--- src/rtl/ir_tx.sv ---
// ---------------------------------------------------------------------------
// ir_tx : NEC-style infrared remote transmitter
//
// Serializes an 8-bit address and an 8-bit command into an NEC frame:
//   leader mark 16u, leader space 8u, 32 data bits (mark 1u + space 1u/3u),
//   stop mark 1u, gap 40u. The data word {~cmd, cmd, ~addr, addr} goes out
//   LSB first.
//
// Optional feature macro: IR_TX_REPEAT_EN
//   When defined, `hold` is sampled on the last gap cycle of each frame. If
//   it is high, a repeat frame follows: mark 16u, space 4u, stop mark 1u,
//   gap 150u. When undefined, `hold` is ignored and every frame ends in IDLE.
//
// Parameters:
//   UNIT_CYCLES : clock cycles per protocol unit (562.5 us)
//   CARRIER_DIV : clock cycles per carrier period (even, >= 2)
//
// Ports:
//   clk      in  system clock
//   rst      in  synchronous active-high reset
//   start    in  frame request, accepted only while busy = 0
//   addr     in  address byte, latched on acceptance
//   cmd      in  command byte, latched on acceptance
//   hold     in  key held, requests repeat frames (IR_TX_REPEAT_EN only)
//   busy     out high from the cycle after acceptance to the end of the gap
//   done     out one-cycle pulse on the last gap cycle of every frame
//   envelope out unmodulated mark (1) / space (0)
//   ir_out   out envelope AND carrier, drives the LED
// ---------------------------------------------------------------------------
module ir_tx #(
   parameter int unsigned UNIT_CYCLES = 28125,
   parameter int unsigned CARRIER_DIV = 1316
) (
   input  logic       clk,
   input  logic       rst,
   input  logic       start,
   input  logic [7:0] addr,
   input  logic [7:0] cmd,
   input  logic       hold,
   output logic       busy,
   output logic       done,
   output logic       envelope,
   output logic       ir_out
);

   localparam int unsigned UW = (UNIT_CYCLES > 1) ? $clog2(UNIT_CYCLES) : 1;
   localparam int unsigned CW = $clog2(CARRIER_DIV);

   localparam logic [UW-1:0] UNIT_LAST = UW'(UNIT_CYCLES - 1);
   localparam logic [CW-1:0] CAR_LAST  = CW'(CARRIER_DIV - 1);
   localparam logic [CW-1:0] CAR_HALF  = CW'(CARRIER_DIV / 2);

   localparam logic [3:0] S_IDLE       = 4'd0;
   localparam logic [3:0] S_LEAD_MARK  = 4'd1;
   localparam logic [3:0] S_LEAD_SPACE = 4'd2;
   localparam logic [3:0] S_BIT_MARK   = 4'd3;
   localparam logic [3:0] S_BIT_SPACE  = 4'd4;
   localparam logic [3:0] S_STOP_MARK  = 4'd5;
   localparam logic [3:0] S_GAP        = 4'd6;
   localparam logic [3:0] S_REP_MARK   = 4'd7;
   localparam logic [3:0] S_REP_SPACE  = 4'd8;
   localparam logic [3:0] S_REP_GAP    = 4'd9;

   logic [3:0]    r_state;
   logic [UW-1:0] r_unit;     // cycle within the current unit
   logic [7:0]    r_units;    // units elapsed in the current state
   logic [CW-1:0] r_car;      // carrier phase
   logic [31:0]   r_shift;    // data word, bit 0 is the next bit to send
   logic [4:0]    r_bit;      // index of the bit being sent

`ifdef IR_TX_REPEAT_EN
   logic          r_rep;      // current frame is a repeat frame
`else
   logic          w_unused_hold;
   assign w_unused_hold = hold;
`endif

   logic [3:0]    w_next;
   logic [7:0]    w_len_m1;
   logic          w_unit_end;
   logic          w_state_end;
   logic          w_accept;
   logic          w_enter_mark;
   logic          w_next_is_mark;
   logic          w_is_mark;
   logic          w_is_gap;

   // State length in units, minus one
   always_comb begin
      w_len_m1 = 8'd0;
      case (r_state)
         S_LEAD_MARK:  w_len_m1 = 8'd15;
         S_LEAD_SPACE: w_len_m1 = 8'd7;
         S_BIT_MARK:   w_len_m1 = 8'd0;
         S_BIT_SPACE:  w_len_m1 = r_shift[0] ? 8'd2 : 8'd0;
         S_STOP_MARK:  w_len_m1 = 8'd0;
         S_GAP:        w_len_m1 = 8'd39;
         S_REP_MARK:   w_len_m1 = 8'd15;
         S_REP_SPACE:  w_len_m1 = 8'd3;
         S_REP_GAP:    w_len_m1 = 8'd149;
         default:      w_len_m1 = 8'd0;
      endcase
   end

   assign w_unit_end  = (r_unit == UNIT_LAST);
   assign w_state_end = (r_state != S_IDLE) && w_unit_end && (r_units == w_len_m1);
   assign w_accept    = (r_state == S_IDLE) && start;
   assign w_is_gap    = (r_state == S_GAP) || (r_state == S_REP_GAP);

   // Next-state logic; every state ends by moving to a different state
   always_comb begin
      w_next = r_state;
      case (r_state)
         S_IDLE:       if (start) w_next = S_LEAD_MARK;
         S_LEAD_MARK:  if (w_state_end) w_next = S_LEAD_SPACE;
         S_LEAD_SPACE: if (w_state_end) w_next = S_BIT_MARK;
         S_BIT_MARK:   if (w_state_end) w_next = S_BIT_SPACE;
         S_BIT_SPACE:  if (w_state_end) w_next = (r_bit == 5'd31) ? S_STOP_MARK : S_BIT_MARK;
`ifdef IR_TX_REPEAT_EN
         S_STOP_MARK:  if (w_state_end) w_next = r_rep ? S_REP_GAP : S_GAP;
         S_GAP:        if (w_state_end) w_next = hold ? S_REP_MARK : S_IDLE;
         S_REP_MARK:   if (w_state_end) w_next = S_REP_SPACE;
         S_REP_SPACE:  if (w_state_end) w_next = S_STOP_MARK;
         S_REP_GAP:    if (w_state_end) w_next = hold ? S_REP_MARK : S_IDLE;
`else
         S_STOP_MARK:  if (w_state_end) w_next = S_GAP;
         S_GAP:        if (w_state_end) w_next = S_IDLE;
`endif
         default:      w_next = S_IDLE;
      endcase
   end

   assign w_is_mark      = (r_state == S_LEAD_MARK) || (r_state == S_BIT_MARK) ||
                           (r_state == S_STOP_MARK) || (r_state == S_REP_MARK);
   assign w_next_is_mark = (w_next == S_LEAD_MARK) || (w_next == S_BIT_MARK) ||
                           (w_next == S_STOP_MARK) || (w_next == S_REP_MARK);
   // Marks are never entered from another mark, so a state change into a
   // mark marks its first cycle
   assign w_enter_mark   = w_next_is_mark && (w_next != r_state);

   always_ff @(posedge clk) begin
      if (rst) begin
         r_state <= S_IDLE;
         r_unit  <= '0;
         r_units <= '0;
         r_car   <= '0;
         r_shift <= '0;
         r_bit   <= '0;
`ifdef IR_TX_REPEAT_EN
         r_rep   <= 1'b0;
`endif
      end else begin
         r_state <= w_next;

         if (w_next != r_state) begin
            r_unit  <= '0;
            r_units <= '0;
         end else if (r_state != S_IDLE) begin
            if (w_unit_end) begin
               r_unit  <= '0;
               r_units <= r_units + 8'd1;
            end else begin
               r_unit  <= r_unit + 1'b1;
            end
         end

         // Restarting the carrier on each mark makes every mark open high
         if (w_enter_mark || (r_car == CAR_LAST)) begin
            r_car <= '0;
         end else begin
            r_car <= r_car + 1'b1;
         end

         if (w_accept) begin
            r_shift <= {~cmd, cmd, ~addr, addr};
            r_bit   <= '0;
         end else if ((r_state == S_BIT_SPACE) && w_state_end) begin
            r_shift <= {1'b0, r_shift[31:1]};
            r_bit   <= r_bit + 5'd1;
         end

`ifdef IR_TX_REPEAT_EN
         if (w_accept) begin
            r_rep <= 1'b0;
         end else if (w_is_gap && w_state_end) begin
            r_rep <= hold;
         end
`endif
      end
   end

   assign busy     = (r_state != S_IDLE);
   assign envelope = w_is_mark;
   assign ir_out   = w_is_mark && (r_car < CAR_HALF);
   assign done     = w_is_gap && w_state_end;

endmodule

--- config.mk ---
export PLATFORM = sky130hd
export DESIGN_NAME = ir_tx
export DESIGN_NICKNAME = d
export VERILOG_FILES = /design/src/rtl/ir_tx.sv
export SDC_FILE = /design/constraint.sdc
export NUM_CORES = 1
export LEC_CHECK = 0
export ABC_AREA = 1
export BUFFER_PORTS_ARGS = -buffer_cell sky130_fd_sc_hd__buf_2
export CORE_MARGIN = 2
export CORE_UTILIZATION = 32
export DETAILED_ROUTE_END_ITERATION = 8
export PLACE_DENSITY = 0.5
export RECOVER_POWER = 100
export SLEW_MARGIN = 0
export SYNTH_ARGS = -nofsm -noshare
export SYNTH_HDL_FRONTEND = slang
export SYNTH_SLANG_ARGS = --single-unit
--- constraint.sdc ---
create_clock -name clk -period 2 [get_ports clk]
set_input_delay 0.2 -clock clk [delete_from_list [all_inputs] [get_ports clk]]
set_output_delay 0.2 -clock clk [all_outputs]
set_load 0.01 [all_outputs]
Yosys cells after proc, flatten, opt, wreduce, memory -nomap -nowiden
Index checks and enable logic that the tools add are counted.

cells by class
  equal/unequal tests = 18
  muxes and demuxes = 14
  shift operators = 0
  bitwise gates (word level) = 2
  reductions and logical operators = 23
  divide/modulo/power cells = 0
  order comparisons = 1
  $mul = 0
  add/sub/neg operators = 4

operator list
  operator                                               number
  two-way mux 32 bit                                     2
  one-hot mux 8 bit (6 select lines)                     1
  two-way mux 4 bit                                      7
  one-hot mux 4 bit (7 select lines)                     1
  equality test 4 x 3 -> 1 bit (second input constant)   6
  NOT 8 bit                                              2
  adder 15 x 1 -> 15 bit (second input constant)         1
  equality test 15 bit (second input constant)           1
  two-way mux 15 bit                                     1
  equality test 4 x 2 -> 1 bit (second input constant)   3
  adder 11 x 1 -> 11 bit (second input constant)         1
  equality test 11 bit (second input constant)           1
  < comparator 11 x 10 -> 1 bit (second input constant)  1
  adder 8 x 1 -> 8 bit (second input constant)           1
  equality test 4 x 1 -> 1 bit (second input constant)   2
  equality test 4 bit (second input constant)            2
  equality test 8 bit                                    1
  logical OR 1 bit                                       8
  OR reduction 2 bit                                     4
  logical AND 1 bit                                      7
  adder 5 x 1 -> 5 bit (second input constant)           1
  equality test 5 bit (second input constant)            1
  logical NOT 4 bit                                      1
  != test 4 bit                                          1
  5 further kinds                                        5

word-level totals
  memories kept = 0
  latch bits = 0
  flip-flop bits (word level) = 75
  memory bits (read-only) = 0
  bits in writable memories = 0
  output and inout bits = 4

Logic depth before layout (Yosys ltp)
Gate-level depths: netlist of the first run.

  word-level depth = 14
  depth in mapped cells = 18
  gate-level depth less buffers = 17

Least setup slack after synthesis of the first run
No wires, ideal clock.

  path kind = reg-to-reg
  start point = register r_state[1]
  end point = register r_unit[0]
  arrival time = 1.880 ns
  path slack = 0.002 ns
  clock period less this slack = 1.998 ns
  buffers on the path = 1
  cell stages (with the launch flop) = 15
  setup time = 0.119 ns
  data required time = 1.881 ns
  path through = dfxtp_1 -> inv_2 -> nor2_2 -> nand2_1 -> nand2_1 -> nor2_1 -> o21ai_4 -> nand3_1 -> nand2_1 -> nand2_1 -> nor2_1 -> nand3_1 -> nand4_4 -> buf_6 -> nor2_2

between the ends
  cells in the longest elaborated chain, start to end = 9
  elaborated cells on any way between the ends = 26
  those cells by class = eq/ne (11); mux (9); reduce/logical (6)

ends and longest elaborated chain
  what                                                                          RTL line  text
  start, declared                                                               64        logic [3:0] r_state;
  start signal, assigned                                                        153       r_state <= w_next;
  equality test 4 x 1 -> 1 bit or equality test 4 x 3 -> 1 bit (tied branches)  91, 113
  OR reduction 2 bit (no line)                                                  n/a
  one-hot mux 8 bit (6 select lines)                                            91        case (r_state)
  equality test 8 bit                                                           106       assign w_state_end = (r_state != S_IDLE) && w_unit_end && (r_units == w_len_m1);
  logical AND 1 bit                                                             106
  two-way mux 4 bit (tied with other cells)                                     127       S_GAP: if (w_state_end) w_next = S_IDLE;
  one-hot mux 4 bit (7 select lines)                                            113       case (r_state)
  != test 4 bit                                                                 155       if (w_next != r_state) begin
  OR reduction 2 bit (no line)                                                  n/a
  end signal, assigned                                                          163       r_unit <= r_unit + 1'b1;
  end, declared                                                                 65        logic [UW-1:0] r_unit;

Several ways; a longest one is shown, not always the timed one.
A chain may end at the register's enable or synchronous reset.

Final worst setup path of the first run
  start point = register r_state[1]
  end point = register r_unit[4]

Same word-level chain as after synthesis.

==> metrics.txt, run 1 <==
outcome finished, violations left; violated checks setup timing; share of cells above drive strength 1 41.62%; CP peak stage delay 0.36 ns; Worst setup SP type register; Clock Latency Late Sink 0.34 ns; Hold Path Sink r_shift[6]; yosys warns 0; Mapped Nets 569; Int Power 0.002653 W; Site Rows 40; Hold Slack 0.1447 ns; synth unique cells 35; DR vias 3898; Fill cells 1187; Post-Syn Area 0.003882 sq mm; final wirelength 10.35 mm; flops & latches, synth 75; pwr dens 617.5 mW/mm^2; final setup fails 61; crit path DAT 2.51 ns; initial antenna violation count 0; Power Total 0.003600 W; hold_buf cts 0; CTS tree yes; Avg Cell Area, Syn 7.150 sq um; post-route setup TNS -8.368 ns; vias per cell 4.783; Area Growth Syn to Fin 50.14%; largest net degree at the start of global routing 19; TritonCTS Buffers 9; commonest cells after routing, fill and taps aside nand2_1 (106), buf_4 (82), dfxtp_1 (70), nor2_1 (47), inv_1 (43); CP Data Required Time 2.28 ns; Most Frequent Cell on Critical Path nand2_2; placed cell areas 0.004728 sq mm; Worst VDD drop 0.5925 mV; RSZ-0062 raised after global routing true; Hold Crit Class in -> reg; worst-path maximum fanout 7; Pre-Repair DR Iteration Count 4; Final Worst Setup Slack -0.2285 ns; Crit Path Class reg -> reg; HPWL after detailed placement 6.969 mm; Worst Hold Depth 3; Clock Sink Count 75; reg2reg end r_unit[4]; Final Slew Violations 0; Worst Clk Skew 0.01105 ns; Worst setup EP type register; Post-route DRC 0; H-tree Lvls 3; DRT iter0 DRCs 149; Sequential Power Share 43.9%; CP top delay family simple AND/OR/NAND/NOR gates; Max Cap Viol 0; cells along the critical path buf_6, nor2_4, nand2_2, nand2_4, nand2_2, nand2_2, nand2_2, nor2_4, nand4_4, nand2_2, inv_2, nand2_2, nand2_2, nand2_2, nand4_4, clkbuf_16, nor2_4; Final Instance Area 0.005829 sq mm; Crit Reg-Reg Startpoint r_state[1]; first-pass GRT wire length 16.80 mm; Root Buffer clkbuf_16; initial core utilization 32.59%; R2R depth 17; GRT Total Usage 16.07%; die height 114.2 um; sw frac 26.30%; CTS clk-pin slew, worst paths 0.06 ns; Crit path buffers/inverters 3; nets@finish 689; period utilization 111.4%; P_leak 2.298 nW; Core Area 0.01191 sq mm; Die Wd 114.2 um; Mapped Cells 543; most common cell after layout, fill and taps aside nand2_1; Hold Violations, Final 0; sw power 0.0009468 W; flop2flop setup slack -0.23 ns; Antenna diodes 0; Max Root-Sink Buffers 2; I/O pin total 24; Comb power frac 13.6%; GR Overflow Total 0; die footprint 0.01303 sq mm; CP max-delay cell dfxtp_4; port buffer count 22; drt wl/cell 12.70 um; maximum clock rate 0.4487 GHz; vias in the first global route 3750; Clk pwr share 42.5%; hold wc startpoint addr[6]; Core Util, Final 48.94%; Post-DRT Antenna Nets 0; Tmin final 2.228 ns; sequential area share after synthesis 38.67%; RePlAce Congestion 0.8755
power by group through the flow:
stage                     Sequential (W)  Combinational [W]  Clock, W
after floorplan                  0.00160           0.000203         0
after detailed placement         0.00161           0.000336         0
after global placement           0.00161           0.000332         0
after global routing             0.00158           0.000533   0.00164
after CTS                        0.00157           0.000412   0.00157
final                            0.00158           0.000488   0.00153
worst min-delay path, stage by stage:
cell	delay, ns
buf_2	0.09
nand2_1	0.07
a311oi_1	0.08
kinds of logic after synthesis:
family / count (synthesis) / synth area share, %
AO/OA/AOI/OAI: 88 / 13.54
XOR/XNOR: 20 / 4.512
adder cells (fa/ha/maj): 6 / 1.934
buffers and inverters: 72 / 7.605
flip-flops: 75 / 38.67
multiplexers: 1 / 0.2578
other: 1 / 0.09659
AND/OR/NAND/NOR: 280 / 33.39
stage by stage:
step	std cells	setup WS, ns
6_report	815	-0.2285
5_1_grt	815	-0.4018
4_1_cts	803	-0.1952
3_5_place_dp	772	-0.2908
3_3_place_gp	772	-0.2690
2_1_floorplan	543	0.001909
final cells by class:
type / instances / area (sq um) / area share [%]
Clock buffer: 11 / 242.7 / 4.164
Inverter: 55 / 212.7 / 3.649
Clock inverter: 5 / 36.28 / 0.6225
Sequential cell: 75 / 1518 / 26.04
Tap cell: 147 / 183.9 / 3.155
Timing Repair Buffer: 126 / 1125 / 19.30
Multi-Input combinational cell: 396 / 2511 / 43.08
flip-flops by register name, indices dropped and copies added (netlist names):
signal / flops
r_unit: 15
r_car: 11
r_shift: 32
r_units: 8
r_bit: 5
r_state: 4
layer usage:
layer	part of all wire (%)	vias to the layer above	global-route usage (%)
met1	45	1838	19.00
met5	0	-	0
met4	1.8	0	6.829
met2	50	37	27.74
met3	3.2	11	3.917
li1	-	2012	-
worst max-delay path by stage:
stage | slack [ns] | depth (start not counted) | endpoint | startpoint
2_1_floorplan | 0.002 | 14 | r_unit[0] | r_state[1]
3_3_place_gp | -0.27 | 17 | r_units[4] | r_state[2]
3_5_place_dp | -0.29 | 17 | r_units[3] | r_state[2]
4_1_cts | -0.20 | 17 | r_unit[1] | r_state[0]
5_1_grt | -0.40 | 17 | r_units[5] | r_unit[0]
6_report | -0.23 | 17 | r_unit[4] | r_state[1]
cells in the mapped netlist:
cell / count / area, sq um
a21o_1: 1 / 7.510
a21oi_1: 25 / 125.1
a22oi_1: 2 / 15.01
a311oi_1: 13 / 113.9
a31o_2: 1 / 8.760
a31oi_1: 3 / 18.77
buf_1: 1 / 3.750
buf_2: 8 / 40.04
buf_6: 2 / 22.52
clkbuf_1: 6 / 22.52
conb_1: 1 / 3.750
dfxtp_1: 75 / 1501
ha_1: 6 / 75.07
inv_1: 49 / 183.9
inv_2: 6 / 22.52
mux2i_1: 1 / 10.01
nand2_1: 123 / 461.7
nand2_2: 7 / 43.79
nand3_1: 25 / 125.1
nand3b_1: 5 / 37.54
nand4_1: 8 / 50.05
nand4_4: 2 / 42.54
nor2_1: 72 / 270.3
nor2_2: 21 / 131.4
nor2_4: 4 / 45.04
nor3_1: 5 / 25.02
nor3_2: 1 / 10.01
nor3_4: 1 / 16.27
nor4_1: 2 / 12.51
o211ai_1: 4 / 30.03
o21ai_0: 38 / 190.2
o21ai_4: 1 / 16.27
or2_2: 4 / 25.02
xnor2_1: 3 / 26.28
xor2_1: 17 / 148.9
timing repair:
| action | CTS | global route |
|---|---|---|
| resized for setup | 60 | 92 |
| pin swaps | 16 | 8 |
| gates cloned | 3 | 2 |
| buffers inserted | 14 | 11 |
| endpoints found under the setup margin | 71 | 75 |
| endpoints found under the hold margin | 0 | 0 |
Note: power is estimated with default switching activity, not from simulation.
==> inputs of run 2 (changes only) <==
Settings changed: ABC_AREA 1 to unset.
==> run 2 against run 1 <==
  * The flow still finishes with violations (setup timing)
  * Combinational power shrank 44%
  * Via count is 21% lower
  * Sequential share of layout area rose by 3.5 points
  * Fmax decreased by 2.9%
  * Synthesized cell count shrank 26%
  * Clock power rose by 24%
  * Sequential power barely moved
  * Worst setup slack lost 0.067 ns
  * Design area is 12% lower
  * Wire length shrank 17%
  * Register-to-register slack lost 0.02 ns
  * Critical endpoint is now done
  * Largest cell class unchanged
==> metrics.txt, run 2 <==
outcome finished, violations left; violated checks setup timing; crit path DAT 2.10 ns (-0.41 ns); Final Slew Violations 0 (unchanged); GR Overflow Total 0 (unchanged); Post-Syn Area 0.003665 sq mm (-5.6%); sequential area share after synthesis 40.97% (+2.3 points); Synth top cells by count dfxtp_1 (75), mux2i_1 (36), nor2_1 (36), nand2_1 (32), xor2_1 (18); Tmin final 2.295 ns (+0.06662 ns); nets@finish 513 (-26%); Synth area leaders dfxtp_1 (41%), mux2i_1 (9.8%), xor2_1 (4.3%), nor2_1 (3.7%), nand2_1 (3.3%); I/O pin total 24 (unchanged); GRT Total Usage 14.53% (-1.5 points); commonest register cell after synthesis dfxtp_1; H-tree Lvls 3 (unchanged); final setup fails 65 (+6.6%); vias in the first global route 3119 (-17%); share of the synthesized area in the top cell type 40.97% (+2.3 points); slew margin rel. 57.60%; period utilization 114.8% (+3.3 points); RePlAce Congestion 0.7962 (-9.1%); DR vias 3076 (-21%); commonest cells after routing, fill and taps aside dfxtp_1 (68), buf_4 (56), mux2i_1 (33), nand2_1 (32), nor2_1 (25); Worst setup EP type output pin; register area 0.001515 sq mm (-0.17%); pwr dens 726.3 mW/mm^2 (+18%); Largest regs r_shift (32), r_unit (15), r_car (11); CTS clk-pin slew, worst paths 0.06 ns (about the same); Hold Slack 0.07549 ns (-0.06916 ns); reg2reg end r_state[2]; synth unique cells 58 (+66%); CP Data Required Time 1.80 ns (-0.48 ns); drt wl/cell 13.52 um (+6.4%); P_leak 1.843 nW (-20%); Power Total 0.003728 W (+3.6%); Worst VDD drop 0.4935 mV (-17%); FFs w/ async S/R, synth 0% (unchanged); RSZ-0062 raised after global routing true; most common cell after layout, fill and taps aside dfxtp_1; top-count cell post-synth dfxtp_1; Die Wd 111.0 um (-2.7%); hold_buf cts 0 (unchanged); Worst Clk Skew 0.005467 ns (-0.005587 ns); area leader, netlist dfxtp_1; Avg Cell Area, Syn 9.071 sq um (+27%); HPWL after detailed placement 5.644 mm (-19%); Crit Reg-Reg Startpoint r_state[1]; hold wc startpoint addr[3]; placed cell areas 0.004320 sq mm (-8.6%); initial core utilization 32.51% (-0.083 points); Post-synth EDFFs 0 (unchanged); die height 111.0 um (-2.7%); Site Rows 39 (-2.5%); Root Buffer clkbuf_16; DRT iter0 DRCs 123 (-17%); flop2flop setup slack -0.25 ns (-0.02 ns); Clock Sink Count 75 (unchanged); Multi-input gate area 0.002255 sq mm (-10%); Pre-Repair DR Iteration Count 5 (+1); die footprint 0.01232 sq mm (-5.4%); Mapped Nets 430 (-24%); flops & latches, synth 75 (unchanged); Max Cap Viol 0 (unchanged); Clock Latency Late Sink 0.33 ns (about the same); max reg flops 32 (unchanged); final wirelength 8.583 mm (-17%); maximum clock rate 0.4357 GHz (-2.9%); worst-path maximum fanout 8 (+1); share of cells above drive strength 1 36.18% (-5.4 points); CTS tree yes; Biggest register r_shift; Mapped Cells 404 (-26%); largest net degree at the start of global routing 16 (-3); Max Root-Sink Buffers 2 (unchanged); Final Worst Setup Slack -0.2951 ns (-0.06662 ns); Least-Margin Pin Slew 0.6272 ns; Hold Path Sink r_shift[11]; R2R depth 8 (-9); port buffer count 22 (unchanged); Fill cells 1092 (-8.0%); Crit Path Class reg -> out; Core Area 0.01127 sq mm (-5.4%); Antenna diodes 0 (unchanged); Final Instance Area 0.005134 sq mm (-12%); Post-DRT Antenna Nets 0 (unchanged); Hold Crit Class in -> reg; Worst Hold Depth 2 (-1); Worst setup SP type register; Hold Violations, Final 0 (unchanged); TritonCTS Buffers 9 (unchanged); Area Growth Syn to Fin 40.08%; first-pass GRT wire length 14.68 mm (-13%); yosys warns 0 (unchanged); vias per cell 4.844 (+1.3%); Post-route DRC 0 (unchanged); initial antenna violation count 0 (unchanged)
run 2: cell types whose count changed after synthesis, sizes merged, moves of 5 or more:
cell | before | now
nand2 | 130 | 32
nor2 | 97 | 46
inv | 55 | 13
mux2i | 1 | 36
o21ai | 39 | 19
a21oi | 25 | 9
o22ai | 0 | 16
a311oi | 13 | 1
nand3 | 25 | 14
nand2b | 0 | 9
xnor2 | 3 | 12
and3 | 0 | 7
clkbuf | 6 | 11
run 2: metal layers:
metal | global-route usage [%] | wire length [um]
met5 | 0 | 0
met2 | 24.58 | 4154
met4 | 5.432 | 132
met1 | 18.04 | 3994
met3 | 3.390 | 301
run 2: repair_timing:
item,CTS,global route
pin swaps,27,24
endpoints found under the setup margin,75,68
buffers inserted,8,3
cloned,4,0
resized for setup,37,44
run 2: cell families (layout without fill, tap and decap cells):
family                   count (synthesis)  after routing  share of synthesized area (%)
adder cells (fa/ha/maj)                  6              6                          2.048
AND/OR/NAND/NOR                        155            155                          22.98
AO/OA/AOI/OAI                           65             65                          11.40
XOR/XNOR                                30             30                          7.170
flip-flops                              75             75                          40.97
other                                    1              1                         0.1023
buffers and inverters                   36            124                          5.497
multiplexers                            36             36                          9.833
run 2: how the worst max path moves through the flow:
stage | depth (start not counted) | from | slack (ns) | end
2_1_floorplan | 9 | r_state[2] | -0.09 | r_car[2]
3_5_place_dp | 9 | r_state[0] | -0.25 | r_car[10]
3_3_place_gp | 9 | r_state[3] | -0.25 | r_car[5]
6_report | 6 | r_state[1] | -0.30 | done
5_1_grt | 10 | r_unit[0] | -0.36 | r_shift[10]
4_1_cts | 9 | r_unit[9] | -0.29 | r_shift[9]
run 2: cell type report:
class	count	area share (%)
Sequential cell	75	29.51
Tap cell	143	3.485
Clock buffer	9	4.387
Multi-Input combinational cell	293	43.92
Clock inverter	7	2.437
Timing Repair Buffer	95	15.31
Inverter	13	0.9505
run 2: where the power goes:
part	internal, W	leakage (nW)	switching, W	total [W]
registers	0.00153	0.612	0.0000282	0.00156
clock network	0.00123	0.170	0.000666	0.00190
logic	0.000137	1.06	0.000135	0.000271
total	0.00290	1.84	0.000829	0.00373
run 2: worst max-delay path, cell delays in order (launching register included):
cell	delay, ns
dfxtp_4	0.38
or3b_4	0.41
a211oi_2	0.21
o221a_2	0.28
and3_4	0.21
o21a_1	0.14
buf_2	0.14
run 2: metrics by stage:
stage	worst slack, ns	utilization (%)	std cells	setup TNS (ns)
after floorplan	-0.09465	-	404	-2.131
after global placement	-0.2462	38.33	606	-10.80
after detailed placement	-0.2546	38.33	606	-12.62
after CTS	-0.2906	44.21	634	-11.41
after global routing	-0.3589	45.54	635	-16.27
final	-0.2951	45.54	635	-9.358
==> inputs of run 3 (changes only) <==
Settings changed: SETUP_SLACK_MARGIN set to 0.02.
==> run 3 against run 2 <==
  * The flow still finishes with violations (setup timing)
  * Utilization fell by 0.24 points
  * Die area did not move
  * Clock skew rose by 0.0060 ns
  * Flip-flop and latch count did not move
  * Power fell by 10%
  * Wire length barely moved
  * Critical path depth rose by 3
==> metrics.txt, run 3 (synthesized netlist as in run 2, its figures left out) <==
outcome finished, violations left; violated checks setup timing; period utilization 113.4% (-1.3 points); GRT Total Usage 14.14% (-0.39 points); Core Area 0.01127 sq mm (unchanged); worst-path maximum fanout 6 (-2); Max Cap Viol 0 (unchanged); most common cell after layout, fill and taps aside dfxtp_1; Max Root-Sink Buffers 2 (unchanged); port buffer count 22 (unchanged); maximum clock rate 0.4409 GHz (+1.2%); RePlAce Congestion 0.7818 (-1.8%); DR vias 3068 (-0.26%); Least-Margin Pin Slew 0.6393 ns (+0.01211 ns); crit path launch r_state[3]; Hold Violations, Final 0 (unchanged); Pre-Repair DR Iteration Count 4 (-1); pwr dens 655.7 mW/mm^2 (-9.7%); initial antenna violation count 0 (unchanged); GR Overflow Total 0 (unchanged); Antenna diodes 0 (unchanged); Worst VDD drop 0.5639 mV (+14%); commonest cells after routing, fill and taps aside dfxtp_1 (66), buf_4 (52), mux2i_1 (33), nand2_1 (32), nor2_1 (24); Worst setup EP type register; CP peak stage delay 0.36 ns (-0.05 ns); Crit Path Class reg -> reg; drt wl/cell 13.59 um (+0.52%); CTS tree yes; Site Rows 39 (unchanged); largest net degree at the start of global routing 17 (+1); hold_buf cts 0 (unchanged); Clock Sink Count 75 (unchanged); DRT iter0 DRCs 96 (-22%); crit path DAT 2.48 ns (+0.38 ns); I/O pin total 24 (unchanged); Biggest register r_shift; Worst Clk Skew 0.01147 ns (+0.006001 ns); Fill cells 1073 (-1.7%); Post-DRT Antenna Nets 0 (unchanged); initial core utilization 32.51% (unchanged); final setup fails 64 (-1.5%); Tmin final 2.268 ns (-0.02676 ns); Final Worst Setup Slack -0.2683 ns (+0.02676 ns); die height 111.0 um (unchanged); CP max-delay cell dfxtp_2; CTS clk-pin slew, worst paths 0.06 ns (about the same); nets@finish 510 (-0.58%); Crit Reg-Reg Startpoint r_state[3]; CP Data Required Time 2.22 ns (+0.42 ns); die footprint 0.01232 sq mm (unchanged); Hold Crit Class in -> reg; Final Slew Violations 0 (unchanged); flop2flop setup slack -0.27 ns (-0.02 ns); Largest regs r_shift (32), r_unit (15), r_car (11); Clock Latency Late Sink 0.34 ns (about the same); hold wc startpoint addr[2]; Root Buffer clkbuf_16; Die Wd 111.0 um (unchanged); cells along the critical path buf_6, and4bb_2, mux2i_1, o221a_2, buf_6, and4_4, clkbuf_16, mux2i_1, o22ai_1; Post-route DRC 0 (unchanged); final wirelength 8.587 mm (about the same); slew margin rel. 57.09% (-0.51 points); max reg flops 32 (unchanged); vias per cell 4.854 (+0.21%); RSZ-0062 raised after global routing true; Area Growth Syn to Fin 39.33%; H-tree Lvls 3 (unchanged); Worst setup SP type register; TritonCTS Buffers 9 (unchanged); share of cells above drive strength 1 36.40% (+0.22 points); first-pass GRT wire length 14.17 mm (-3.4%); P_leak 1.814 nW (-1.6%); HPWL after detailed placement 5.620 mm (-0.43%); dpl ws -0.2743 ns (-0.01971 ns); vias in the first global route 2899 (-7.1%); Power Total 0.003348 W (-10%)
[run 3: per-layer routing]
layer	global-route usage, %	part of all wire [%]	vias up
li1	-	-	1584
met1	19.04	50	1444
met2	21.84	47	33
met3	3.773	2.4	7
met4	5.185	1.2	0
met5	0	0	-
[run 3: path summary, 6_finish.rpt]
kind | endpoint | cells past startpoint
min | r_shift[10] | 2
min reg2reg | r_car[0] | 1
max | r_shift[27] | 9
max reg2reg | r_shift[27] | 9
[run 3: what timing repair did]
action,4_1_cts,5_1_grt
setup endpoints to repair,65,72
pin swaps,12,39
gates resized for setup,26,63
cloned,3,3
setup buffers,6,5
[run 3: layout make-up]
| cell class | instances | area, sq um | area share [%] |
|---|---|---|---|
| Clock inverter | 5 | 36.28 | 0.7106 |
| Multi-Input combinational cell | 293 | 2271 | 44.47 |
| Timing Repair Buffer | 92 | 810.8 | 15.88 |
| Clock buffer | 11 | 242.7 | 4.754 |
| Sequential cell | 75 | 1518 | 29.72 |
| Inverter | 13 | 48.80 | 0.9556 |
| Tap cell | 143 | 178.9 | 3.504 |
[run 3: stage by stage]
step | instance area, sq um | util (%) | std cells | TNS, ns | hold WS (ns)
finish | 5106 | 45.30 | 632 | -11.87 | 0.07120
global route | 5106 | 45.30 | 632 | -18.91 | 0.06110
CTS | 4723 | 41.90 | 624 | -10.20 | 0.05928
detailed placement | 4255 | 37.75 | 599 | -12.15 | 0.4220
global placement | 4255 | 37.75 | 599 | -11.92 | 0.4186
floorplan | 3704 | - | 404 | -2.452 | 0.2716
[run 3: critical path: cells and delay by family, from the launching register on]
kind                   cells  cell delay [ns]
AO/OA/AOI/OAI              2             0.32
multiplexers               2             0.44
AND/OR/NAND/NOR            2             0.61
buffers and inverters      3             0.41
flip-flops                 1             0.36
[run 3: report_power, final]
group	switching, W	internal (W)	total [W]
Clock	0.000643	0.000878	0.00152
Sequential	0.0000283	0.00153	0.00156
Combinational	0.000134	0.000132	0.000266
Total	0.000805	0.00254	0.00335
